## src/rtl/pipeline_hazard_ctrl_if.sv

```systemverilog
// Stage-control bundle between the 5-stage pipeline and the hazard controller.
// master : pipeline side, drives stage control fields and the memory ack,
//          receives buffer enables, flush/bubble strobes, memory request,
//          the error flag and the performance counters.
// slave  : hazard controller side (mirror of master).
interface pipeline_hazard_ctrl_if #(
    parameter int CNT_W = 16
);
    logic [4:0]       idRs_i;
    logic [4:0]       idRt_i;
    logic             idUsesRt_i;
    logic             exMemToRead_i;
    logic [4:0]       exWriteAddrReg_i;
    logic             memBranch_i;
    logic             memZf_i;
    logic             memToRead_i;
    logic             memToWrite_i;
    logic             memAck_i;
    logic             pcWrite_o;
    logic             pcSrc_o;
    logic             ifIdWrite_o;
    logic             ifIdFlush_o;
    logic             idExWrite_o;
    logic             idExBubble_o;
    logic             emWrite_o;
    logic             emFlush_o;
    logic             memReq_o;
    logic             memErr_o;
    logic [CNT_W-1:0] stallCnt_o;
    logic [CNT_W-1:0] flushCnt_o;

    modport master (
        output idRs_i, idRt_i, idUsesRt_i, exMemToRead_i, exWriteAddrReg_i,
               memBranch_i, memZf_i, memToRead_i, memToWrite_i, memAck_i,
        input  pcWrite_o, pcSrc_o, ifIdWrite_o, ifIdFlush_o, idExWrite_o,
               idExBubble_o, emWrite_o, emFlush_o, memReq_o, memErr_o,
               stallCnt_o, flushCnt_o
    );

    modport slave (
        input  idRs_i, idRt_i, idUsesRt_i, exMemToRead_i, exWriteAddrReg_i,
               memBranch_i, memZf_i, memToRead_i, memToWrite_i, memAck_i,
        output pcWrite_o, pcSrc_o, ifIdWrite_o, ifIdFlush_o, idExWrite_o,
               idExBubble_o, emWrite_o, emFlush_o, memReq_o, memErr_o,
               stallCnt_o, flushCnt_o
    );
endinterface

```

## src/rtl/pipeline_hazard_ctrl.sv

```systemverilog
// Stall/flush sequencer for the 5-stage pipeline: load-use bubbles, taken
// branch flushes (resolved in MEM) and pipe freeze while a multi-cycle data
// memory access is outstanding, with timeout error and perf counters.
// Ports: clk_i, rst_ni (async active-low), hz (slave modport of
//        pipeline_hazard_ctrl_if carrying all stage control and strobes).
//
// state      | meaning
// RUN        | normal flow, hazards evaluated every cycle
// LOAD_STALL | holding extra load-use bubbles (down-counter ls_cnt_q)
// MEM_WAIT   | pipe frozen until memAck_i or MEM_TIMEOUT
module pipeline_hazard_ctrl #(
    parameter int LOAD_STALL_CYCLES = 1,
    parameter int MEM_TIMEOUT       = 255,
    parameter int CNT_W             = 16
) (
    input logic                    clk_i,
    input logic                    rst_ni,
    pipeline_hazard_ctrl_if.slave  hz
);
    typedef enum logic [1:0] {RUN, LOAD_STALL, MEM_WAIT} state_t;

    localparam logic [7:0] TIMEOUT  = 8'(MEM_TIMEOUT);
    localparam logic [1:0] LS_EXTRA = 2'(LOAD_STALL_CYCLES - 1);

    state_t           state_q, state_d;
    logic [7:0]       wait_cnt_q, wait_cnt_d;
    logic [1:0]       ls_cnt_q, ls_cnt_d;
    logic             err_q, err_d;
    logic [CNT_W-1:0] stall_cnt_q, flush_cnt_q;

    logic mem_access, branch_taken, load_use, frozen, timeout_hit, flush_inc;
    logic pc_write, pc_src, if_id_write, if_id_flush;
    logic id_ex_write, id_ex_bubble, em_write, em_flush;

    assign mem_access   = hz.memToRead_i | hz.memToWrite_i;
    assign branch_taken = hz.memBranch_i & hz.memZf_i;
    assign load_use     = hz.exMemToRead_i && (hz.exWriteAddrReg_i != 5'd0) &&
                          ((hz.exWriteAddrReg_i == hz.idRs_i) ||
                           (hz.idUsesRt_i && (hz.exWriteAddrReg_i == hz.idRt_i)));
    assign timeout_hit  = (wait_cnt_q == TIMEOUT);
    // Once waiting, the freeze is held by the missing ack alone; the timeout
    // cycle itself already releases the pipe.
    assign frozen = (state_q == MEM_WAIT) ? (!hz.memAck_i && !timeout_hit)
                                          : (mem_access && !hz.memAck_i);

    always_comb begin
        state_d      = state_q;
        wait_cnt_d   = wait_cnt_q;
        ls_cnt_d     = ls_cnt_q;
        err_d        = err_q;
        flush_inc    = 1'b0;
        pc_write     = 1'b1;
        pc_src       = 1'b0;
        if_id_write  = 1'b1;
        if_id_flush  = 1'b0;
        id_ex_write  = 1'b1;
        id_ex_bubble = 1'b0;
        em_write     = 1'b1;
        em_flush     = 1'b0;

        if (frozen) begin
            pc_write    = 1'b0;
            if_id_write = 1'b0;
            id_ex_write = 1'b0;
            em_write    = 1'b0;
            state_d     = MEM_WAIT;
            wait_cnt_d  = (state_q == MEM_WAIT) ? wait_cnt_q + 8'd1 : 8'd1;
        end else begin
            // Release cycle from MEM_WAIT behaves like a RUN cycle.
            if (state_q == MEM_WAIT) begin
                state_d    = RUN;
                wait_cnt_d = 8'd0;
                if (!hz.memAck_i) err_d = 1'b1;
            end
            if (branch_taken) begin
                pc_src       = 1'b1;
                if_id_flush  = 1'b1;
                id_ex_bubble = 1'b1;
                em_flush     = 1'b1;
                flush_inc    = 1'b1;
                state_d      = RUN;
            end else if (state_q == LOAD_STALL) begin
                pc_write     = 1'b0;
                if_id_write  = 1'b0;
                id_ex_bubble = 1'b1;
                ls_cnt_d     = ls_cnt_q - 2'd1;
                if (ls_cnt_q <= 2'd1) state_d = RUN;
            end else if (load_use) begin
                pc_write     = 1'b0;
                if_id_write  = 1'b0;
                id_ex_bubble = 1'b1;
                if (LOAD_STALL_CYCLES > 1) begin
                    state_d  = LOAD_STALL;
                    ls_cnt_d = LS_EXTRA;
                end
            end
        end
    end

    always_ff @(posedge clk_i or negedge rst_ni) begin
        if (!rst_ni) begin
            state_q     <= RUN;
            wait_cnt_q  <= 8'd0;
            ls_cnt_q    <= 2'd0;
            err_q       <= 1'b0;
            stall_cnt_q <= '0;
            flush_cnt_q <= '0;
        end else begin
            state_q    <= state_d;
            wait_cnt_q <= wait_cnt_d;
            ls_cnt_q   <= ls_cnt_d;
            err_q      <= err_d;
            if (!pc_write && (stall_cnt_q != '1))
                stall_cnt_q <= stall_cnt_q + CNT_W'(1);
            if (flush_inc && (flush_cnt_q != '1))
                flush_cnt_q <= flush_cnt_q + CNT_W'(1);
        end
    end

    assign hz.pcWrite_o    = pc_write;
    assign hz.pcSrc_o      = pc_src;
    assign hz.ifIdWrite_o  = if_id_write;
    assign hz.ifIdFlush_o  = if_id_flush;
    assign hz.idExWrite_o  = id_ex_write;
    assign hz.idExBubble_o = id_ex_bubble;
    assign hz.emWrite_o    = em_write;
    assign hz.emFlush_o    = em_flush;
    assign hz.memReq_o     = mem_access;
    assign hz.memErr_o     = err_q;
    assign hz.stallCnt_o   = stall_cnt_q;
    assign hz.flushCnt_o   = flush_cnt_q;
endmodule

```

## src/flat_wrapper.sv

```systemverilog
// flat-port wrapper written by rule: the top's interface ports become plain ports
module pipeline_hazard_ctrl_flat 
#(
    parameter int LOAD_STALL_CYCLES = 1,
    parameter int MEM_TIMEOUT       = 255,
    parameter int CNT_W             = 16
)
  (clk_i, rst_ni, hz_idRs_i, hz_idRt_i, hz_idUsesRt_i, hz_exMemToRead_i, hz_exWriteAddrReg_i, hz_memBranch_i, hz_memZf_i, hz_memToRead_i, hz_memToWrite_i, hz_memAck_i, hz_pcWrite_o, hz_pcSrc_o, hz_ifIdWrite_o, hz_ifIdFlush_o, hz_idExWrite_o, hz_idExBubble_o, hz_emWrite_o, hz_emFlush_o, hz_memReq_o, hz_memErr_o, hz_stallCnt_o, hz_flushCnt_o);
  pipeline_hazard_ctrl_if #(.CNT_W(CNT_W)) hz_i ();
  input logic clk_i;
  input logic rst_ni;
  input wire logic [$bits(hz_i.idRs_i)-1:0] hz_idRs_i;
  input wire logic [$bits(hz_i.idRt_i)-1:0] hz_idRt_i;
  input wire logic [$bits(hz_i.idUsesRt_i)-1:0] hz_idUsesRt_i;
  input wire logic [$bits(hz_i.exMemToRead_i)-1:0] hz_exMemToRead_i;
  input wire logic [$bits(hz_i.exWriteAddrReg_i)-1:0] hz_exWriteAddrReg_i;
  input wire logic [$bits(hz_i.memBranch_i)-1:0] hz_memBranch_i;
  input wire logic [$bits(hz_i.memZf_i)-1:0] hz_memZf_i;
  input wire logic [$bits(hz_i.memToRead_i)-1:0] hz_memToRead_i;
  input wire logic [$bits(hz_i.memToWrite_i)-1:0] hz_memToWrite_i;
  input wire logic [$bits(hz_i.memAck_i)-1:0] hz_memAck_i;
  output wire logic [$bits(hz_i.pcWrite_o)-1:0] hz_pcWrite_o;
  output wire logic [$bits(hz_i.pcSrc_o)-1:0] hz_pcSrc_o;
  output wire logic [$bits(hz_i.ifIdWrite_o)-1:0] hz_ifIdWrite_o;
  output wire logic [$bits(hz_i.ifIdFlush_o)-1:0] hz_ifIdFlush_o;
  output wire logic [$bits(hz_i.idExWrite_o)-1:0] hz_idExWrite_o;
  output wire logic [$bits(hz_i.idExBubble_o)-1:0] hz_idExBubble_o;
  output wire logic [$bits(hz_i.emWrite_o)-1:0] hz_emWrite_o;
  output wire logic [$bits(hz_i.emFlush_o)-1:0] hz_emFlush_o;
  output wire logic [$bits(hz_i.memReq_o)-1:0] hz_memReq_o;
  output wire logic [$bits(hz_i.memErr_o)-1:0] hz_memErr_o;
  output wire logic [$bits(hz_i.stallCnt_o)-1:0] hz_stallCnt_o;
  output wire logic [$bits(hz_i.flushCnt_o)-1:0] hz_flushCnt_o;
  assign hz_i.idRs_i = hz_idRs_i;
  assign hz_i.idRt_i = hz_idRt_i;
  assign hz_i.idUsesRt_i = hz_idUsesRt_i;
  assign hz_i.exMemToRead_i = hz_exMemToRead_i;
  assign hz_i.exWriteAddrReg_i = hz_exWriteAddrReg_i;
  assign hz_i.memBranch_i = hz_memBranch_i;
  assign hz_i.memZf_i = hz_memZf_i;
  assign hz_i.memToRead_i = hz_memToRead_i;
  assign hz_i.memToWrite_i = hz_memToWrite_i;
  assign hz_i.memAck_i = hz_memAck_i;
  assign hz_pcWrite_o = hz_i.pcWrite_o;
  assign hz_pcSrc_o = hz_i.pcSrc_o;
  assign hz_ifIdWrite_o = hz_i.ifIdWrite_o;
  assign hz_ifIdFlush_o = hz_i.ifIdFlush_o;
  assign hz_idExWrite_o = hz_i.idExWrite_o;
  assign hz_idExBubble_o = hz_i.idExBubble_o;
  assign hz_emWrite_o = hz_i.emWrite_o;
  assign hz_emFlush_o = hz_i.emFlush_o;
  assign hz_memReq_o = hz_i.memReq_o;
  assign hz_memErr_o = hz_i.memErr_o;
  assign hz_stallCnt_o = hz_i.stallCnt_o;
  assign hz_flushCnt_o = hz_i.flushCnt_o;
  pipeline_hazard_ctrl #(.LOAD_STALL_CYCLES(LOAD_STALL_CYCLES), .MEM_TIMEOUT(MEM_TIMEOUT), .CNT_W(CNT_W)) u_core (.clk_i(clk_i), .rst_ni(rst_ni), .hz(hz_i));
endmodule
```

## config.mk

```make
export PLATFORM = sky130hd
export DESIGN_NAME = pipeline_hazard_ctrl_flat
export DESIGN_NICKNAME = d
export VERILOG_FILES = /design/src/rtl/pipeline_hazard_ctrl_if.sv /design/src/rtl/pipeline_hazard_ctrl.sv /design/src/flat_wrapper.sv
export SDC_FILE = /design/constraint.sdc
export NUM_CORES = 1
export LEC_CHECK = 0
export CAP_MARGIN = 0
export CORE_MARGIN = 5
export CORE_UTILIZATION = 45
export DETAILED_ROUTE_END_ITERATION = 8
export PLACE_DENSITY = 0.77
export SLEW_MARGIN = 10
export SYNTH_ARGS = -nofsm -noshare
export SYNTH_HDL_FRONTEND = slang
export SYNTH_SLANG_ARGS = --single-unit
```

## constraint.sdc

```tcl
create_clock -name clk_i -period 5.6 [get_ports clk_i]
set_input_delay 0.56 -clock clk_i [delete_from_list [all_inputs] [get_ports clk_i]]
set_output_delay 0.56 -clock clk_i [all_outputs]
set_load 0.01 [all_outputs]
```

==> key figures, run 1 <==
GRT
  – First-pass GRT wire length: 8360 µm
  – Global-route usage over all layers: between 15 and 20%
  – Initial antenna violation count: 0
  – Grt ovf: 0
  – Vias in the first global route: around 1900
  – Largest net degree at the start of global routing: 46

STA
  – Worst slew margin: 33.8%
  – # setup viols final: 0
  – RSZ-0062 raised after global routing: false
  – Hold Fails Final Rpt: 0
  – Period utilisation layout: between 60 and 70%
  – Total negative slack: 0 ns
  – Final Skew: roughly 0.0091 ns
  – Pins Over Slew Limit: 0
  – Tmin final: around 3.4 ns
  – Worst slew pin tran: between 0.9 and 1 ns
  – Max Freq: a little under 300 MHz
  – Worst setup margin: 2.23 ns

Logic synthesis
  – YS warnings: 0
  – Synth Area in Compound Gates: under 10%
  – Seq/Total Area, Yosys: between 40% and 50%
  – Avg Cell Area, Syn: 10.1 µm²
  – Dominant cells by area after synthesis: dfrtp_1 (48%), xor2_1 (8.2%), xnor2_1 (7.9%), nand3_1 (3.8%), nand2_1 (3.2%)
  – Syn nets: 260
  – Most common cell in the netlist: dfrtp_1
  – Area leader, netlist: dfrtp_1
  – Main combinational cell family by area after synthesis: simple AND/OR/NAND/NOR gates
  – Most frequent cells after synthesis: dfrtp_1 (45), xor2_1 (22), xnor2_1 (21)
  – Post-synthesis mux area share: less than 1%
  – Post-Synth Adder-Cell Area: roughly 2.1%
  – Post-Syn Instances: 232
  – Post-synth EDFFs: 0
  – Distinct cells, synth: 37
  – Xor/xnor share of the synthesized area: 16.1%
  – #FFs+latches synth: 45
  – Main flop type after synthesis: dfrtp_1
  – Synthesized cell area: approximately 2300 µm²
  – Post-synthesis simple-gate area fraction: between 20% and 30%
  – Ys async rst share: 100%
  – Synth top area share: 48.1%

Worst setup path
  – Worst Path Arrival: about 2.8 ns
  – Cell family with most CP delay: buffers and inverters
  – Reg2reg setup slack: 3.29 ns
  – Reg2reg end: u_core.hz.stallCnt_o[1]
  – Cells along the critical path: clkdlybuf4s50_1 -> or4_1 -> o21ai_0 -> o21ai_0 -> a21oi_1 -> clkdlybuf4s50_1
  – Critical path data required time: between 5 and 6 ns
  – Worst Setup End Kind: primary output
  – Critical Path Start: hz_exWriteAddrReg_i[0]
  – Critical Path Fanout Max: 3
  – WS Path Type: in -> out
  – RR Startpoint: u_core.state_q[0]
  – Crit-path slowest cell: clkdlybuf4s50_1
  – R2R depth: 6
  – Crit-path max cell delay: around 0.59 ns
  – CP Buf/Inv Count: 2
  – Type of origin of the critical path: input port

Drt
  – Final WL: ~5000 µm
  – Routed via count: between 1500 and 2000
  – Post-DRT Antenna Nets: 0
  – Residual DRC: 0
  – Drt wl/cell: 13.6 µm
  – Starting DRT DRC Count: between 60 and 70
  – TritonRoute pass-1 iters: 4
  – Vias/cell: roughly 5.1

Die
  – Die height: 82.1 µm
  – Row Count: 26
  – I/O pin count: 66
  – Placeable Area: 5070 µm²
  – Die area: between 6000 and 7000 µm²
  – Chip width: between 80 and 90 µm
  – Initial Util: between 40 and 50%

Place
  – DP HPWL: ~3800 µm
  – IO buf count: 65
  – Placer Congestion: a little over 0.8
  – Pre-CTS WS: ~2.3 ns

Clock network
  – Hold-fix buffers, CTS: 0
  – Post_cts resized: 0
  – Clock Sinks: 45
  – Clock Tree Root: clkbuf_8
  – Clock transition at path regs: around 0.080 ns
  – CTS H-tree depth: 2
  – Clock Tree Buf Depth: 2
  – Postcts setup bufs: 0
  – TritonCTS Buffers: 5
  – CTS tree: built
  – Clock Latency Late Sink: approximately 0.3 ns

Worst hold path
  – HP Class: in -> async

Layout
  – Filler instances: about 470
  – N_diodes: 0
  – Final nets: approximately 330
  – FF+latch area: approximately 1100 µm²
  – Share of layout cells above drive strength 1: 5.00%
  – Area grow syn2layout: 34.0%
  – Final Util: 61.8%
  – Area occupied by multi-input gates: 1150 µm²

Pwr
  – Pleak: roughly 0.0013 µW
  – P per Cell Area: 283 nW/µm²
  – Final Total Pwr: between 800 and 900 µW
  – Worst vdd ir: 0.000243 V

Job
  – Number of max-cap violations: 0

Run status
  – Outcome: finished clean
## area by class of cell
type / count / share of cell area, %
sequential: 45 / 35.9
clock buffer: 7 / 3.07
multi-input combinational: 175 / 36.7
tap: 70 / 2.79
inverter: 7 / 0.837
timing repair buffer: 65 / 20.6
clock inverter: 1 / 0.159
## power by group
part / internal, µW / switching (µW) / leakage (µW)
sequential: 369 / 59.5 / 0.000577
combinational: 140 / 101 / 0.000693
clock: 112 / 108 / 0.0000542
## metrics by stage
stage	area [µm²]	hold WS [ns]	instances
2_1_floorplan	2340	0.264	232
3_3_place_gp	3040	0.446	362
3_5_place_dp	3040	0.447	362
4_1_cts	3140	0.459	370
5_1_grt	3140	0.494	370
6_report	3140	0.420	370
## cell usage in the layout, fill, tap and decap left out, drive strengths merged, types with 2 or more instances in the layout
cell            n
xor2           22
clkdlybuf4s50  64
o21ai          12
o31ai           3
or3             2
nand2          20
nor3b           2
inv             7
a21oi           5
ha              4
and4            2
nor3            8
xnor2          21
clkbuf          7
nor4            2
nand4          10
mux2            2
nor2b           3
and3            8
nand2b          4
dfrtp          45
nor2           15
o21bai          2
nand3          18
## routing by layer
metal | global-route usage (%) | routed length (µm) | part of all wire, %
met5 | 0 | 0 | 0
met2 | 26.9 | 2460 | 49
met4 | 4.98 | 51 | 1.0
met1 | 20.2 | 2310 | 46
met3 | 3.58 | 233 | 4.6
## sequential cells by signal (all words and copies together), names as in the netlist
name,cells
u_core.ls_cnt_q,2
u_core.state_q,2
u_core.wait_cnt_q,8
u_core.hz.memErr_o,1
u_core.hz.stallCnt_o,16
u_core.hz.flushCnt_o,16
## kinds of logic after synthesis
group / count (synthesis)
simple gates: 97
flops: 45
xor+xnor: 43
compound gates: 29
buf+inv: 12
fa+ha+maj: 4
mux: 2
## worst max path at each step
stage | endpoint | slack [ns] | depth (start not counted)
after floorplan | hz_pcWrite_o | 3.16 | 5
after global placement | hz_ifIdWrite_o | 2.27 | 6
after detailed placement | hz_ifIdWrite_o | 2.26 | 6
after CTS | hz_ifIdWrite_o | 2.24 | 6
after global routing | hz_ifIdWrite_o | 2.08 | 6
final | hz_ifIdWrite_o | 2.23 | 6
No activity file was read; power rests on OpenSTA's default activity.
==> run 2, diff against run 1 <==
==> constraint.sdc (replaced) <==
create_clock -name clk_i -period 3.1 [get_ports clk_i]
set_input_delay 0.31 -clock clk_i [delete_from_list [all_inputs] [get_ports clk_i]]
set_output_delay 0.31 -clock clk_i [all_outputs]
set_load 0.01 [all_outputs]
==> run 2 against run 1 <==
Sequential power up 80%. Worst setup slack worse by 2.0 ns. Global-route usage rose by 0.30 points. Die area is the same. Design area down 0.48%. Clock skew down 0.0020 ns.
==> key figures, run 2 (synthesis results as in run 1) <==
Run status
  – Outcome: finished clean

STA
  – Pins Over Slew Limit: 0
  – Worst slew margin: a little over a third
  – Hold Fails Final Rpt: 0
  – Max Freq: between 300 and 400 MHz
  – RSZ-0062 raised after global routing: false
  – # setup viols final: 0
  – Total negative slack: 0 ns
  – Worst slew pin tran: 0.972 ns
  – Final Skew: 0.00716 ns
  – Tmin final: 2.84 ns
  – Period utilisation layout: 91.7%

Place
  – DP HPWL: ~3800 µm
  – DP Cell Count: between 300 and 400
  – Placer Congestion: slightly above 0.8
  – IO buf count: 65

Worst hold path
  – HP Class: in -> async

GRT
  – Largest net degree at the start of global routing: between 40 and 50
  – Vias in the first global route: 1883
  – Global-route usage over all layers: between 15 and 20%
  – Met2 Use GR: between 20% and 30%
  – Met1 Usage GRT: between 20% and 30%
  – First-pass GRT wire length: ~8500 µm
  – Grt ovf: 0
  – Layer with the highest usage: met2
  – Grt met3 use: between 3 and 4%
  – Initial antenna violation count: 0

Drt
  – Residual DRC: 0
  – Drt wl/cell: about 14 µm
  – Routed via count: about 1900
  – Starting DRT DRC Count: 76
  – Post-DRT Antenna Nets: 0
  – Final WL: about 5100 µm
  – TritonRoute pass-1 iters: 4
  – Vias/cell: 5.15

Pwr
  – NetSw: ~470 µW
  – P per Cell Area: 503 nW/µm²
  – Reg power frac: approximately half
  – Combinational Power Share: 27.7%
  – Worst vdd ir: around 0.00057 V
  – P_int: around 1100 µW
  – Switching Share: a little under a third
  – Pleak: 0.00131 µW
  – Clk network pwr share: ~23%
  – Final Total Pwr: 1570 µW

Die
  – Initial Util: between 40 and 50%
  – Chip width: 82.1 µm
  – Die height: a little over 80 µm
  – Die area: roughly 6700 µm²
  – I/O pin count: 66
  – Placeable Area: just over 5000 µm²
  – Row Count: 26

Clock network
  – Clock Latency Late Sink: between 0.2 and 0.3 ns
  – CTS tree: built
  – Postcts setup bufs: 0
  – CTS H-tree depth: 2
  – Post_cts resized: 0
  – TritonCTS Buffers: 5
  – Clock Sinks: between 40 and 50
  – Clock Tree Buf Depth: 2
  – Clock transition at path regs: approximately 0.08 ns
  – Clock Tree Root: clkbuf_8
  – Hold-fix buffers, CTS: 0

Layout
  – Area occupied by multi-input gates: 1150 µm²
  – FF+latch area: roughly 1100 µm²
  – Filler instances: 473
  – Final Util: 61.5%
  – Non-filler cells, final: around 370
  – Final nets: around 330
  – Most common cell after layout, fill and taps aside: clkdlybuf4s50_1
  – Commonest cells after routing, fill and taps aside: clkdlybuf4s50_1 (64), dfrtp_1 (45), xor2_1 (22), xnor2_1 (21), nand2_1 (20)
  – N_diodes: 0
  – Area grow syn2layout: 33.4%
  – Share of layout cells above drive strength 1: approximately 4.3%

Worst setup path
  – Worst Path Arrival: 2.53 ns
  – RR Startpoint: u_core.state_q[0]
  – Reg2reg end: u_core.hz.stallCnt_o[1]
  – WS Path Type: in -> out
  – Reg2reg setup slack: between 0.8 and 0.9 ns
  – Worst Setup End Kind: primary output
  – Critical Path Fanout Max: 3
  – R2R depth: 6
  – Critical path data required time: 2.79 ns
  – Type of origin of the critical path: input port

Job
  – Number of max-cap violations: 0
[run 2: cell type report]
type	instances	area share [%]
clock buffers	7	2.76
multi-input cells	175	36.9
well taps	70	2.80
flip-flops and latches	45	36.1
inverters	7	0.841
repair buffers	65	20.7
[run 2: worst max-delay path by stage]
stage	startpoint	end	depth (start not counted)
floorplan	u_core.wait_cnt_q[0]	u_core.hz.flushCnt_o[13]	8
global placement	hz_exWriteAddrReg_i[0]	hz_ifIdWrite_o	6
detailed placement	hz_exWriteAddrReg_i[0]	hz_pcWrite_o	6
CTS	hz_exWriteAddrReg_i[0]	hz_pcWrite_o	6
global route	hz_exWriteAddrReg_i[0]	hz_ifIdWrite_o	6
finish	hz_exWriteAddrReg_i[0]	hz_pcWrite_o	6
[run 2: through the flow]
| step | setup WS, ns | hold WS, ns | cell area [µm²] |
|---|---|---|---|
| floorplan | 1.09 | 0.0144 | 2340 |
| global placement | 0.272 | 0.446 | 3040 |
| detailed placement | 0.253 | 0.447 | 3040 |
| CTS | 0.238 | 0.214 | 3120 |
| global route | 0.105 | 0.275 | 3120 |
| finish | 0.257 | 0.170 | 3120 |
[run 2: power groups by stage]
stage               clock (µW)  sequential [µW]  combinational (µW)
floorplan                    0              801                 170
finish                     360              774                 435
CTS                        372              775                 443
detailed placement           0              785                 440
global route               396              791                 482
global placement             0              783                 434
[run 2: metal layers]
| layer | vias up | share of wire [%] |
|---|---|---|
| li1 | 942 | - |
| met2 | 57 | 48 |
| met4 | 0 | 1.3 |
| met1 | 893 | 45 |
| met3 | 10 | 5.7 |
| met5 | - | 0 |
[run 2: worst max-delay path: stages]
cell and delay, ns:
clkdlybuf4s50_1 0.48, or4_1 0.53, o21ai_0 0.25, o21ai_0 0.13
a21oi_1 0.25, clkdlybuf4s50_1 0.58
==> run 3, diff against run 2 <==
--- a/config.mk
+++ b/config.mk
@@ -10,7 +10,6 @@
 export CORE_UTILIZATION = 45
 export DETAILED_ROUTE_END_ITERATION = 8
 export PLACE_DENSITY = 0.77
-export SLEW_MARGIN = 10
 export SYNTH_ARGS = -nofsm -noshare
 export SYNTH_HDL_FRONTEND = slang
 export SYNTH_SLANG_ARGS = --single-unit
==> results of run 3 <==
Final layout, timing and power as in run 2 (identical DEF).
